==> src/rtl/mm_mem_pkg.sv <==
// Shared constants and types for the matrix-multiply memory read path.
// Holds the block-RAM read latencies and the stream reader state encoding.
package mm_mem_pkg;

  localparam int READ_LAT_HIGH_PERF = 2;
  localparam int READ_LAT_LOW_LAT   = 1;

  typedef enum logic [1:0] {
    IDLE  = 2'd0,
    ISSUE = 2'd1,
    DRAIN = 2'd2,
    FIN   = 2'd3
  } reader_state_e;

  // Read latency of the RAM for the selected output-register mode.
  function automatic int read_lat_for(input bit high_perf);
    return high_perf ? READ_LAT_HIGH_PERF : READ_LAT_LOW_LAT;
  endfunction

  // Address width for a RAM of the given depth, never narrower than one bit.
  function automatic int addr_width(input int depth);
    return (depth > 2) ? $clog2(depth) : 1;
  endfunction

endpackage

==> src/rtl/mm_fwft_fifo.sv <==
// First-word-fall-through FIFO with occupancy count.
// dout shows the head entry whenever empty=0; storage clears on reset so
// the head reads as zero until the first write.
module mm_fwft_fifo #(
  parameter int WIDTH = 8,
  parameter int DEPTH = 4
) (
  input  logic                       clk,
  input  logic                       rst,
  input  logic                       push,
  input  logic [WIDTH-1:0]           din,
  input  logic                       pop,
  output logic [WIDTH-1:0]           dout,
  output logic                       empty,
  output logic [$clog2(DEPTH+1)-1:0] count
);

  localparam int PTR_W = (DEPTH > 1) ? $clog2(DEPTH) : 1;
  localparam int CNT_W = $clog2(DEPTH + 1);
  localparam logic [PTR_W-1:0] LAST_PTR = PTR_W'(DEPTH - 1);

  logic [WIDTH-1:0] mem_q [DEPTH];
  logic [PTR_W-1:0] wr_q, rd_q;
  logic [CNT_W-1:0] cnt_q;
  logic             full, push_ok, pop_ok;

  assign empty   = (cnt_q == '0);
  assign full    = (cnt_q == CNT_W'(DEPTH));
  assign push_ok = push && !full;
  assign pop_ok  = pop && !empty;
  assign dout    = mem_q[rd_q];
  assign count   = cnt_q;

  // Storage, pointers and occupancy; push and pop may both happen in a cycle.
  always_ff @(posedge clk or posedge rst) begin
    if (rst) begin
      for (int i = 0; i < DEPTH; i++) mem_q[i] <= '0;
      wr_q  <= '0;
      rd_q  <= '0;
      cnt_q <= '0;
    end else begin
      if (push_ok) begin
        mem_q[wr_q] <= din;
        wr_q        <= (wr_q == LAST_PTR) ? '0 : wr_q + 1'b1;
      end
      if (pop_ok) rd_q <= (rd_q == LAST_PTR) ? '0 : rd_q + 1'b1;
      cnt_q <= cnt_q + CNT_W'(push_ok) - CNT_W'(pop_ok);
    end
  end

endmodule

==> src/rtl/sdp_ram_stream_reader.sv <==
// Sequential reader for the read port of a simple-dual-port block RAM.
// Issues one read per cycle while output buffer credit allows, tracks reads
// in flight with a valid pipe matching the RAM latency, and streams returned
// words out over valid/ready with a last marker.
// Optional: define SDP_READER_PERF_EN to add the stall_cycles counter port.
//
// state | meaning
// IDLE  | waiting for start
// ISSUE | issuing reads, gated by output buffer credit
// DRAIN | all reads issued, waiting for the last beat to handshake
// FIN   | one-cycle done pulse
module sdp_ram_stream_reader
  import mm_mem_pkg::*;
#(
  parameter int RAM_WIDTH    = 36,
  parameter int RAM_DEPTH    = 512,
  parameter int READ_LATENCY = read_lat_for(1'b1),
  parameter int FIFO_DEPTH   = 4,
  localparam int ADDR_W      = addr_width(RAM_DEPTH)
) (
  input  logic                 clk,
  input  logic                 rst,
  input  logic                 start,
  input  logic [ADDR_W-1:0]    base_addr,
  input  logic [ADDR_W:0]      len,
  output logic                 busy,
  output logic                 done,
  output logic [ADDR_W-1:0]    ram_addrb,
  output logic                 ram_enb,
  output logic                 ram_regceb,
  output logic                 ram_rstb,
  input  logic [RAM_WIDTH-1:0] ram_doutb,
  output logic                 m_valid,
  input  logic                 m_ready,
  output logic [RAM_WIDTH-1:0] m_data,
  output logic                 m_last
`ifdef SDP_READER_PERF_EN
  ,
  output logic [31:0]          stall_cycles
`endif
);

  localparam int LEN_W = ADDR_W + 1;
  localparam int CNT_W = $clog2(FIFO_DEPTH + 1);
  localparam int IFL_W = $clog2(READ_LATENCY + 1);
  localparam logic [ADDR_W-1:0] LAST_ADDR = ADDR_W'(RAM_DEPTH - 1);

  reader_state_e           state_q;
  logic [ADDR_W-1:0]       addr_q, addr_d;
  logic [LEN_W-1:0]        rem_q;
  logic                    busy_q, done_q;
  logic [READ_LATENCY-1:0] vld_q, last_q;
  logic [IFL_W-1:0]        inflight;
  logic [CNT_W-1:0]        fifo_count;
  logic [31:0]             credit;
  logic                    issue, is_last_issue, push, pop, fifo_empty, drain_ok;
  logic [RAM_WIDTH:0]      fifo_dout;

  // Explicit compare so non-power-of-two depths wrap at RAM_DEPTH-1.
  assign addr_d        = (addr_q == LAST_ADDR) ? '0 : addr_q + 1'b1;
  assign is_last_issue = (rem_q == LEN_W'(1));
  assign pop           = m_valid && m_ready;
  // A pop this cycle frees a slot, keeping one beat per cycle sustainable.
  assign credit        = 32'(inflight) + 32'(fifo_count) - 32'(pop);
  assign issue         = (state_q == ISSUE) && (credit < 32'(FIFO_DEPTH));
  assign drain_ok      = (vld_q == '0) &&
                         (fifo_empty || ((fifo_count == CNT_W'(1)) && pop));

  // Count of reads travelling through the RAM output pipeline.
  always_comb begin
    inflight = '0;
    for (int i = 0; i < READ_LATENCY; i++) inflight += IFL_W'(vld_q[i]);
  end

  // Job sequencing, address generation and registered busy/done.
  always_ff @(posedge clk or posedge rst) begin
    if (rst) begin
      state_q <= IDLE;
      addr_q  <= '0;
      rem_q   <= '0;
      busy_q  <= 1'b0;
      done_q  <= 1'b0;
    end else begin
      done_q <= 1'b0;
      case (state_q)
        IDLE: begin
          if (start) begin
            busy_q <= 1'b1;
            if (len == '0) begin
              state_q <= FIN;
              done_q  <= 1'b1;
            end else begin
              addr_q  <= base_addr;
              rem_q   <= len;
              state_q <= ISSUE;
            end
          end
        end
        ISSUE: begin
          if (issue) begin
            addr_q <= addr_d;
            rem_q  <= rem_q - 1'b1;
            if (is_last_issue) state_q <= DRAIN;
          end
        end
        DRAIN: begin
          if (drain_ok) begin
            state_q <= FIN;
            done_q  <= 1'b1;
          end
        end
        FIN: begin
          busy_q  <= 1'b0;
          state_q <= IDLE;
        end
        default: state_q <= IDLE;
      endcase
    end
  end

  // Valid/last pipe marking the cycle each read's data appears on ram_doutb.
  always_ff @(posedge clk or posedge rst) begin
    if (rst) begin
      vld_q  <= '0;
      last_q <= '0;
    end else begin
      vld_q[0]  <= issue;
      last_q[0] <= issue && is_last_issue;
      for (int i = 1; i < READ_LATENCY; i++) begin
        vld_q[i]  <= vld_q[i-1];
        last_q[i] <= last_q[i-1];
      end
    end
  end

  assign push = vld_q[READ_LATENCY-1];

  mm_fwft_fifo #(
    .WIDTH (RAM_WIDTH + 1),
    .DEPTH (FIFO_DEPTH)
  ) u_fifo (
    .clk   (clk),
    .rst   (rst),
    .push  (push),
    .din   ({last_q[READ_LATENCY-1], ram_doutb}),
    .pop   (pop),
    .dout  (fifo_dout),
    .empty (fifo_empty),
    .count (fifo_count)
  );

  assign m_valid    = !fifo_empty;
  assign m_data     = fifo_dout[RAM_WIDTH-1:0];
  assign m_last     = m_valid && fifo_dout[RAM_WIDTH];
  assign ram_enb    = issue;
  assign ram_addrb  = addr_q;
  assign ram_regceb = 1'b1;
  assign ram_rstb   = 1'b0;
  assign busy       = busy_q;
  assign done       = done_q;

`ifdef SDP_READER_PERF_EN
  logic [31:0] stall_q;

  // Backpressure stall counter; restarts with each job and saturates.
  always_ff @(posedge clk or posedge rst) begin
    if (rst) begin
      stall_q <= '0;
    end else if ((state_q == IDLE) && start) begin
      stall_q <= '0;
    end else if (busy_q && m_valid && !m_ready && (stall_q != '1)) begin
      stall_q <= stall_q + 1'b1;
    end
  end

  assign stall_cycles = stall_q;
`endif

endmodule

==> config.mk <==
export PLATFORM = sky130hd
export DESIGN_NAME = sdp_ram_stream_reader
export DESIGN_NICKNAME = d
export VERILOG_FILES = /design/src/rtl/mm_mem_pkg.sv /design/src/rtl/mm_fwft_fifo.sv /design/src/rtl/sdp_ram_stream_reader.sv
export SDC_FILE = /design/constraint.sdc
export NUM_CORES = 1
export LEC_CHECK = 0
export CORE_MARGIN = 10
export CORE_UTILIZATION = 60
export DETAILED_ROUTE_END_ITERATION = 7
export PLACE_DENSITY = 0.86
export SLEW_MARGIN = 20
export SYNTH_ARGS = -nofsm -noshare
export SYNTH_HDL_FRONTEND = slang
export SYNTH_SLANG_ARGS = --single-unit
export TNS_END_PERCENT = 50
==> constraint.sdc <==
create_clock -name clk -period 17.23 [get_ports clk]
set_input_delay 4.3075 -clock clk [delete_from_list [all_inputs] [get_ports clk]]
set_output_delay 4.3075 -clock clk [all_outputs]
set_load 0.02 [all_outputs]
Word-level counts from Yosys, hierarchy flattened
Index checks and enable logic that the tools add are counted.
{"block": "op_classes", "eq_ne": 14, "n_reduce_logical": 21, "add_sub_neg": 9, "bitwise_logic": 2, "mux": 29, "n_lt_le_gt_ge": 4}
{"operator": "$bwmux W148", "n": 1}
{"operator": "$mux W37", "n": 3}
{"operator": "$bmux W37 S2", "n": 1}
{"operator": "$demux W37 S2", "n": 1}
{"operator": "$mux W9", "n": 4}
{"operator": "$lt A32 B3 Y1 const B", "n": 1}
{"operator": "$mux W10", "n": 3}
{"operator": "$pmux W10 S2", "n": 1}
{"operator": "$pmux W9 S2", "n": 1}
{"operator": "$mux W2", "n": 7}
{"operator": "$eq A10 B1 Y1 const B", "n": 1}
{"operator": "$logic_not A10 Y1", "n": 1}
{"operator": "$ne A2 B2 Y1 const B", "n": 5}
{"operator": "$sub A10 B1 Y10 const B", "n": 1}
{"operator": "$add A9 B1 Y9 const B", "n": 1}
{"operator": "$eq A9 B9 Y1 const B", "n": 1}
{"operator": "$logic_and A1 B1 Y1", "n": 9}
{"operator": "$eq A2 B2 Y1 const B", "n": 4}
{"operator": "$pmux W2 S4", "n": 1}
{"operator": "$reduce_and A4 Y1", "n": 2}
{"operator": "$ge A3 B3 Y1 const B", "n": 2}
{"operator": "$not A2 Y3", "n": 2}
{"operator": "$sub A4 B1 Y5", "n": 1}
{"operator": "$add A2 B1 Y2 const B", "n": 2}
{"operator": "16 further kinds", "n": 23}
{"block": "totals", "register_bits": 182, "output_inout_bits": 52, "inputBits": 59, "word_cells": 93}

Logic depth before layout (Yosys ltp)
Gate-level depths: netlist of the first run.
{"block": "logic_depth", "word_depth": 8, "ltp_mapped": 14, "mapped_depth_nobuf": 12}

Hierarchy
From an unflattened synthesis of the first run, not the netlist that was laid out.
{"block": "unflattened", "hier_cells": 608, "area_unflattened_um2": 9272.6}
{"module": "mm_fwft_fifo", "cells_each": 395, "area_each_um2": 7400.8, "seq_area_each_um2": 3878.7, "n_inst": 1}
{"module": "sdp_ram_stream_reader", "cells_each": 213, "area_each_um2": 1871.8, "seq_area_each_um2": 675.6, "n_inst": 1}

Least setup slack after synthesis of the first run
Ideal clock, no wire load.
{"block": "synth_timing", "path_kind": "input port to output port", "from": "in m_ready", "to": "out ram_enb", "t_required_ns": 12.922, "slack_ns": 6.764, "path_buffers": 1, "cell_stages": 10, "arrival_ns": 6.159, "cell_sequence": "nand2_1 -> inv_1 -> ha_1 -> inv_1 -> ha_1 -> a211oi_2 -> o2111a_1 -> buf_4 -> nor2_1 -> nor2_1"}
{"block": "synth_via", "elab_chain_cells": 4}
{"item": "start, declared", "line": "sdp_ram_stream_reader.sv:34", "rtl": "input logic m_ready,"}
{"item": "$logic_and A1 B1 Y1", "line": "sdp_ram_stream_reader.sv:62", "rtl": "assign pop = m_valid && m_ready;"}
{"item": "$sub A4 B1 Y5", "line": "sdp_ram_stream_reader.sv:64", "rtl": "assign credit = 32'(inflight) + 32'(fifo_count) - 32'(pop);"}
{"item": "$lt A32 B3 Y1", "line": "sdp_ram_stream_reader.sv:65", "rtl": "assign issue = (state_q == ISSUE) && (credit < 32'(FIFO_DEPTH));"}
{"item": "$logic_and A1 B1 Y1", "line": "sdp_ram_stream_reader.sv:65"}
{"item": "end, declared", "line": "sdp_ram_stream_reader.sv:29", "rtl": "output logic ram_enb,"}
No other way between the ends.

Worst setup path after layout of the first run
Ends and elaborated chain as after synthesis.

==> qor.json, run 1 <==
{
  "status": "finished, final reports clean",
  "synth_top_family_by_area": "multiplexers",
  "synth_top_area_cell": "dfrtp_1",
  "worst_max_slew_margin_expressed_relative_to_the_limit_pct": 28.57,
  "synth-async-reset-ratio_pct": 100.0,
  "antenna-diode-count": 0,
  "numCtsBuffers": 17,
  "grt_start_max_net_pins": 94,
  "numClockSinks": 182,
  "clk_root_buffer_cell": "clkbuf_16",
  "vias_per_cell": 6.113,
  "critical_path.startpoint_type": "primary input",
  "synth_enable_flop_cells": 0,
  "comb_power_share_pct": 47.8,
  "maxClockFrequency_mhz": 85.81,
  "drv_slew": 0,
  "p_sw_share_pct": 36.06,
  "power.total_w": 0.002192,
  "layout.cells.most_common": "dfrtp_1",
  "detail-route-antenna-nets": 0,
  "muxShareOfSynthArea_pct": 29.50,
  "finalHoldViolations": 0,
  "hold_buffers": 0,
  "worstSetupPathType": "primary input to output port",
  "postLayoutCoreUtil_pct": 73.98,
  "synthTopCellsByArea": "dfrtp_1, mux2_2, mux4_2",
  "power.density_mw_per_mm2": 211.8,
  "intPower_w": 0.001402,
  "die_w_um": 139.9,
  "timing.final.crit_period_ps": 11650,
  "hpwl_mm": 12.38,
  "crit_path_max_fanout": 10,
  "layout.cells.most_common_list": "dfrtp_1, mux2_2, clkdlybuf4s50_1",
  "die-height_um": 139.9,
  "globalRoute.totalOverflow": 0,
  "area_growth_pct": 20.06,
  "gpl.final_weighted_congestion": 0.8991,
  "timing.final.crit_share_pct": 67.64,
  "max-vdd-ir-drop_mv": 0.09827,
  "synth_compound_gate_area_share_pct": 6.619,
  "floorplan.io_pins": 111,
  "grt_use_total_pct": 19.50,
  "synth-simple-area-share_pct": 4.689,
  "worst_ep_arrival_time_ps": 7350,
  "grt_antenna_before_repair": 0,
  "core.rowCount": 43,
  "yosysWarnings": 0,
  "synth_cell_type_count": 59,
  "cts_resized": 0,
  "grt_pass1_wl_mm": 31.21,
  "synth-xor-area-share_pct": 0.2032,
  "postSynth.topFlopCell": "dfrtp_1",
  "wl_per_cell_um": 20.79,
  "syn_area_mm2": 0.008620,
  "first_global_vias": 6084,
  "nets": 790,
  "cp_data_required_time_ps": 12920,
  "total_core_area_mm2": 0.01399,
  "clock-skew-final_ps": 5.613,
  "met3_wirelength_mm": 1.028,
  "setup_viol_count_final": 0,
  "static-leakage-power_nw": 4.339,
  "synth_top_cell_area_share_pct": 52.84,
  "synthAdderAreaFrac_pct": 3.281,
  "highest-signal-layer": "met4",
  "fillCellCount": 883,
  "worst_hold_path_type": "flop to flop",
  "starting_density_of_the_core_pct": 61.62,
  "cts_max_path_buffers": 2,
  "cts_htree_levels": 4,
  "clkPwrFrac_pct": 15.8,
  "drt-initial-drc-count": 346,
  "dr.pass1.iters": 6,
  "drt-met1-wl_mm": 7.876,
  "fin_setup_tns_ps": 0,
  "post_synth_inst_count": 612,
  "p_switching_w": 0.0007905,
  "synth.yosys.seq_area_share_pct": 52.84,
  "dr_wl_met2_mm": 9.622,
  "clock_pin_slew_reported_for_the_worst_setup_and_hold_paths_after_clock_tree_synthesis_ps": 60,
  "average_footprint_of_a_synthesized_cell_um2": 14.08,
  "seqPwrFrac_pct": 36.4,
  "cap_violations": 0,
  "vias": 5502,
  "timing.critical_path.to_type": "output port",
  "tightestPinTransition_ps": 1068,
  "setup_repair_after_global_routing_missed_its_margin": "no",
  "cts_tree": "built",
  "cts.repair_timing.setup_buffer_count": 0,
  "final_layout_size_suffix_gt1_share_pct": 31.81,
  "yosys_register_bits": 182,
  "synthesis.nets": 693,
  "totalWireLength_mm": 18.71,
  "port-buffer-count": 108,
  "insertion_delay_ps": 420,
  "detail_route.drc_violations": 0,
  "die_ar_mm2": 0.01956
}
path summary, 6_finish.rpt:
path / start / endpoint / slack [ps] / cells past startpoint
max in group asynchronous: rst / u_fifo.rd_q[0] / 11440 / 3
min in group asynchronous: rst / u_fifo.mem_q[14] / 4420 / 2
hold reg to reg: last_q[0] / last_q[1] / 360 / 0
hold / removal: last_q[0] / last_q[1] / 360 / 0
setup / recovery: m_ready / ram_enb / 5580 / 11
setup reg to reg: u_fifo.count[1] / ram_addrb[1] / 13680 / 12
sequential cells by signal (all words and copies together), names as in the netlist:
| signal | count |
|---|---|
| state_q | 2 |
| u_fifo.rd_q | 2 |
| last_q | 2 |
| u_fifo.count | 3 |
| done | 1 |
| u_fifo.mem_q | 148 |
| busy | 1 |
| vld_q | 2 |
| rem_q | 10 |
| u_fifo.wr_q | 2 |
| ram_addrb | 9 |
logic make-up (layout without fill, tap and decap cells):
group / Yosys count / after routing
compound gates: 74 / 74
buf+inv: 59 / 167
xor+xnor: 2 / 2
simple gates: 82 / 82
mux: 189 / 189
fa+ha+maj: 22 / 22
flops: 182 / 182
other cells: 2 / 2
layer usage:
layer	vias to the layer above	GRT usage [%]
met2	132	33.01
li1	2466	-
met1	2884	23.27
met3	20	6.465
met5	-	0
met4	0	5.326
per-stage QoR:
stage                     setup WS (ps)  hold WS, ps  area [um^2]  cells
after CTS                          5579        359.5        10340    900
after detailed placement           5592        346.3         9823    870
after global routing               5340        365.4        10350    900
final                              5576        357.1        10350    900
after floorplan                    6764        331.2         8620    612
after global placement             5680        338.5         9823    870
synthesized netlist by cell type (all sizes together), types with 6 or more instances:
cell	number
clkbuf	23
nor4	6
nor2	22
o31ai	6
o21ai	14
nor3	13
a21oi	12
inv	26
buf	10
nand2	16
ha	21
dfrtp	182
mux2	150
mux4	37
critical path, stage by stage:
cell and delay, ps:
clkdlybuf4s50_1 460, nand2_1 150, inv_1 70, ha_1 280
inv_1 40, ha_1 270, a211oi_2 360, o2111a_1 460
nor2_1 130, nor2_1 150, clkdlybuf4s50_1 660
layout make-up:
cell class / instances / area (um^2) / area share, %
Timing Repair Buffer: 111 / 1107 / 10.70
Tap cell: 180 / 225.2 / 2.176
Clock buffer: 26 / 499.2 / 4.824
Multi-Input combinational cell: 371 / 3835 / 37.06
Sequential cell: 182 / 4557 / 44.03
Inverter: 26 / 102.6 / 0.9914
Clock inverter: 4 / 22.52 / 0.2176
power by group through the flow:
stage          clock network (W)  registers (W)  logic (W)
2_1_floorplan                  0       0.000745   0.000742
3_3_place_gp                   0       0.000779    0.00102
3_5_place_dp                   0       0.000800    0.00106
4_1_cts                 0.000353       0.000796    0.00106
5_1_grt                 0.000371       0.000826    0.00113
6_report                0.000347       0.000797    0.00105
(Power assumes the default switching activity.)
==> run 2: changes to the inputs <==
--- a/config.mk
+++ b/config.mk
@@ -6,9 +6,9 @@
 export NUM_CORES = 1
 export LEC_CHECK = 0
 export CORE_MARGIN = 10
-export CORE_UTILIZATION = 60
+export CORE_UTILIZATION = 56
 export DETAILED_ROUTE_END_ITERATION = 7
-export PLACE_DENSITY = 0.86
+export PLACE_DENSITY = 0.81
 export SLEW_MARGIN = 20
 export SYNTH_ARGS = -nofsm -noshare
 export SYNTH_HDL_FRONTEND = slang
==> constraint.sdc (replaced) <==
create_clock -name clk -period 11.8 [get_ports clk]
set_input_delay 2.95 -clock clk [delete_from_list [all_inputs] [get_ports clk]]
set_output_delay 2.95 -clock clk [all_outputs]
set_load 0.02 [all_outputs]
==> run 2 against run 1 <==
Compared with the run above:
- hold slack better by 2.3 ps
- global-route usage shrank 0.14 points
- total power rose by 49%
- first-iteration DRC count increased by 5.2%
- final cell count is 1.0% higher
- register-to-register slack got worse by 5400 ps
- critical endpoint unchanged
- highest routed layer unchanged
==> qor.json, run 2 (synthesis results as in run 1) <==
{
  "timing.final.crit_period_ps": 8911,
  "antenna-diode-count": 0,
  "largest_reg_flops": 148,
  "detail_route.drc_violations": 0,
  "detail-route-antenna-nets": 0,
  "cts_max_path_buffers": 2,
  "hold_buffers": 0,
  "cp_data_required_time_ps": 8850,
  "final_layout_size_suffix_gt1_share_pct": 32.45,
  "crit_path_max_fanout": 10,
  "largest-register": "u_fifo.mem_q",
  "numClockSinks": 182,
  "cts_resized": 0,
  "max-vdd-ir-drop_mv": 0.1364,
  "setup_repair_after_global_routing_missed_its_margin": "no",
  "tightestPinTransition_ps": 1104,
  "dr.pass1.iters": 5,
  "area_growth_pct": 20.98,
  "grt_pass1_wl_mm": 31.64,
  "fin_setup_tns_ps": 0,
  "layout.cells.most_common_list": "dfrtp_1, mux2_2, clkdlybuf4s50_1",
  "clock-skew-final_ps": 10.97,
  "grt_antenna_before_repair": 0,
  "die_ar_mm2": 0.02075,
  "cts_tree": "built",
  "nets": 790,
  "postLayoutCoreUtil_pct": 68.85,
  "worst_max_slew_margin_expressed_relative_to_the_limit_pct": 26.38,
  "worstSetupPathType": "primary input to output port",
  "cts.repair_timing.setup_buffer_count": 0,
  "drt-initial-drc-count": 364,
  "die_w_um": 144.1,
  "finalHoldViolations": 0,
  "cts_htree_levels": 4,
  "insertion_delay_ps": 430,
  "gpl.final_weighted_congestion": 0.8498,
  "core.rowCount": 45,
  "port-buffer-count": 108,
  "grt_use_total_pct": 19.36,
  "hpwl_mm": 12.40,
  "vias_per_cell": 6.057,
  "setup_viol_count_final": 0,
  "first_global_vias": 6086,
  "totalWireLength_mm": 19.02,
  "globalRoute.totalOverflow": 0,
  "total_core_area_mm2": 0.01515,
  "die-height_um": 144.1,
  "timing.final.crit_share_pct": 75.52,
  "timing.critical_path.to_type": "output port",
  "worst_hold_path_type": "flop to flop",
  "numCtsBuffers": 17,
  "static-leakage-power_nw": 4.369,
  "grt_start_max_net_pins": 96,
  "worst_ep_arrival_time_ps": 5960,
  "clk_root_buffer_cell": "clkbuf_16",
  "wl_per_cell_um": 20.92,
  "starting_density_of_the_core_pct": 56.91,
  "vias": 5506,
  "layout.cells.most_common": "dfrtp_1",
  "power.density_mw_per_mm2": 313.4,
  "cap_violations": 0,
  "drv_slew": 0,
  "floorplan.io_pins": 111,
  "critical_path.startpoint_type": "primary input",
  "clock_pin_slew_reported_for_the_worst_setup_and_hold_paths_after_clock_tree_synthesis_ps": 60,
  "status": "finished, final reports clean",
  "maxClockFrequency_mhz": 112.2
}
[run 2: layer usage]
| layer | global-route usage (%) | share of wire (%) |
|---|---|---|
| met5 | 0 | 0 |
| met4 | 6.072 | 0.82 |
| met3 | 4.952 | 6.5 |
| met2 | 32.84 | 51 |
| met1 | 23.72 | 41 |
[run 2: layout make-up]
class | instances | area [um^2]
clock buffer | 21 | 470.5
clock inverter | 10 | 120.1
fill | 1003 | 4718
inverter | 26 | 102.6
multi-input combinational | 371 | 3835
sequential | 182 | 4557
tap | 188 | 235.2
timing repair buffer | 111 | 1107
[run 2: critical path: stages]
cell and delay, ps:
clkdlybuf4s50_1 440, nand2_1 140, inv_1 80, ha_1 280, inv_1 40, ha_1 270
a211oi_2 360, o2111a_1 460, nor2_1 150, nor2_1 150, clkdlybuf4s50_1 630
[run 2: through the flow]
stage / setup WS (ps) / hold slack (ps) / total power [W] / cell area [um^2] / std cells
2_1_floorplan: 3906 / 331.2 / 0.002170 / 8620 / 612
3_3_place_gp: 2960 / 334.7 / 0.002631 / 9833 / 878
3_5_place_dp: 2896 / 343.2 / 0.002718 / 9833 / 878
4_1_cts: 2881 / 361.4 / 0.003296 / 10420 / 909
5_1_grt: 2628 / 377.7 / 0.003478 / 10430 / 909
6_report: 2889 / 359.3 / 0.003268 / 10430 / 909
[run 2: worst paths after layout]
path	cells past startpoint	to	slack [ps]	start
worst max-delay path	11	ram_enb	2890	m_ready
worst min-delay path	0	last_q[1]	360	last_q[0]
worst max register to register	12	ram_addrb[1]	8250	u_fifo.count[1]
worst min register to register	0	last_q[1]	360	last_q[0]
max in group asynchronous	3	u_fifo.rd_q[0]	7410	rst
min in group asynchronous	2	u_fifo.mem_q[49]	3090	rst
[run 2: report_power, final]
group,switching [W],total (W),internal (W)
Clock,0.000235,0.000564,0.000329
Combinational,0.000704,0.00153,0.000824
Sequential,0.000240,0.00118,0.000936
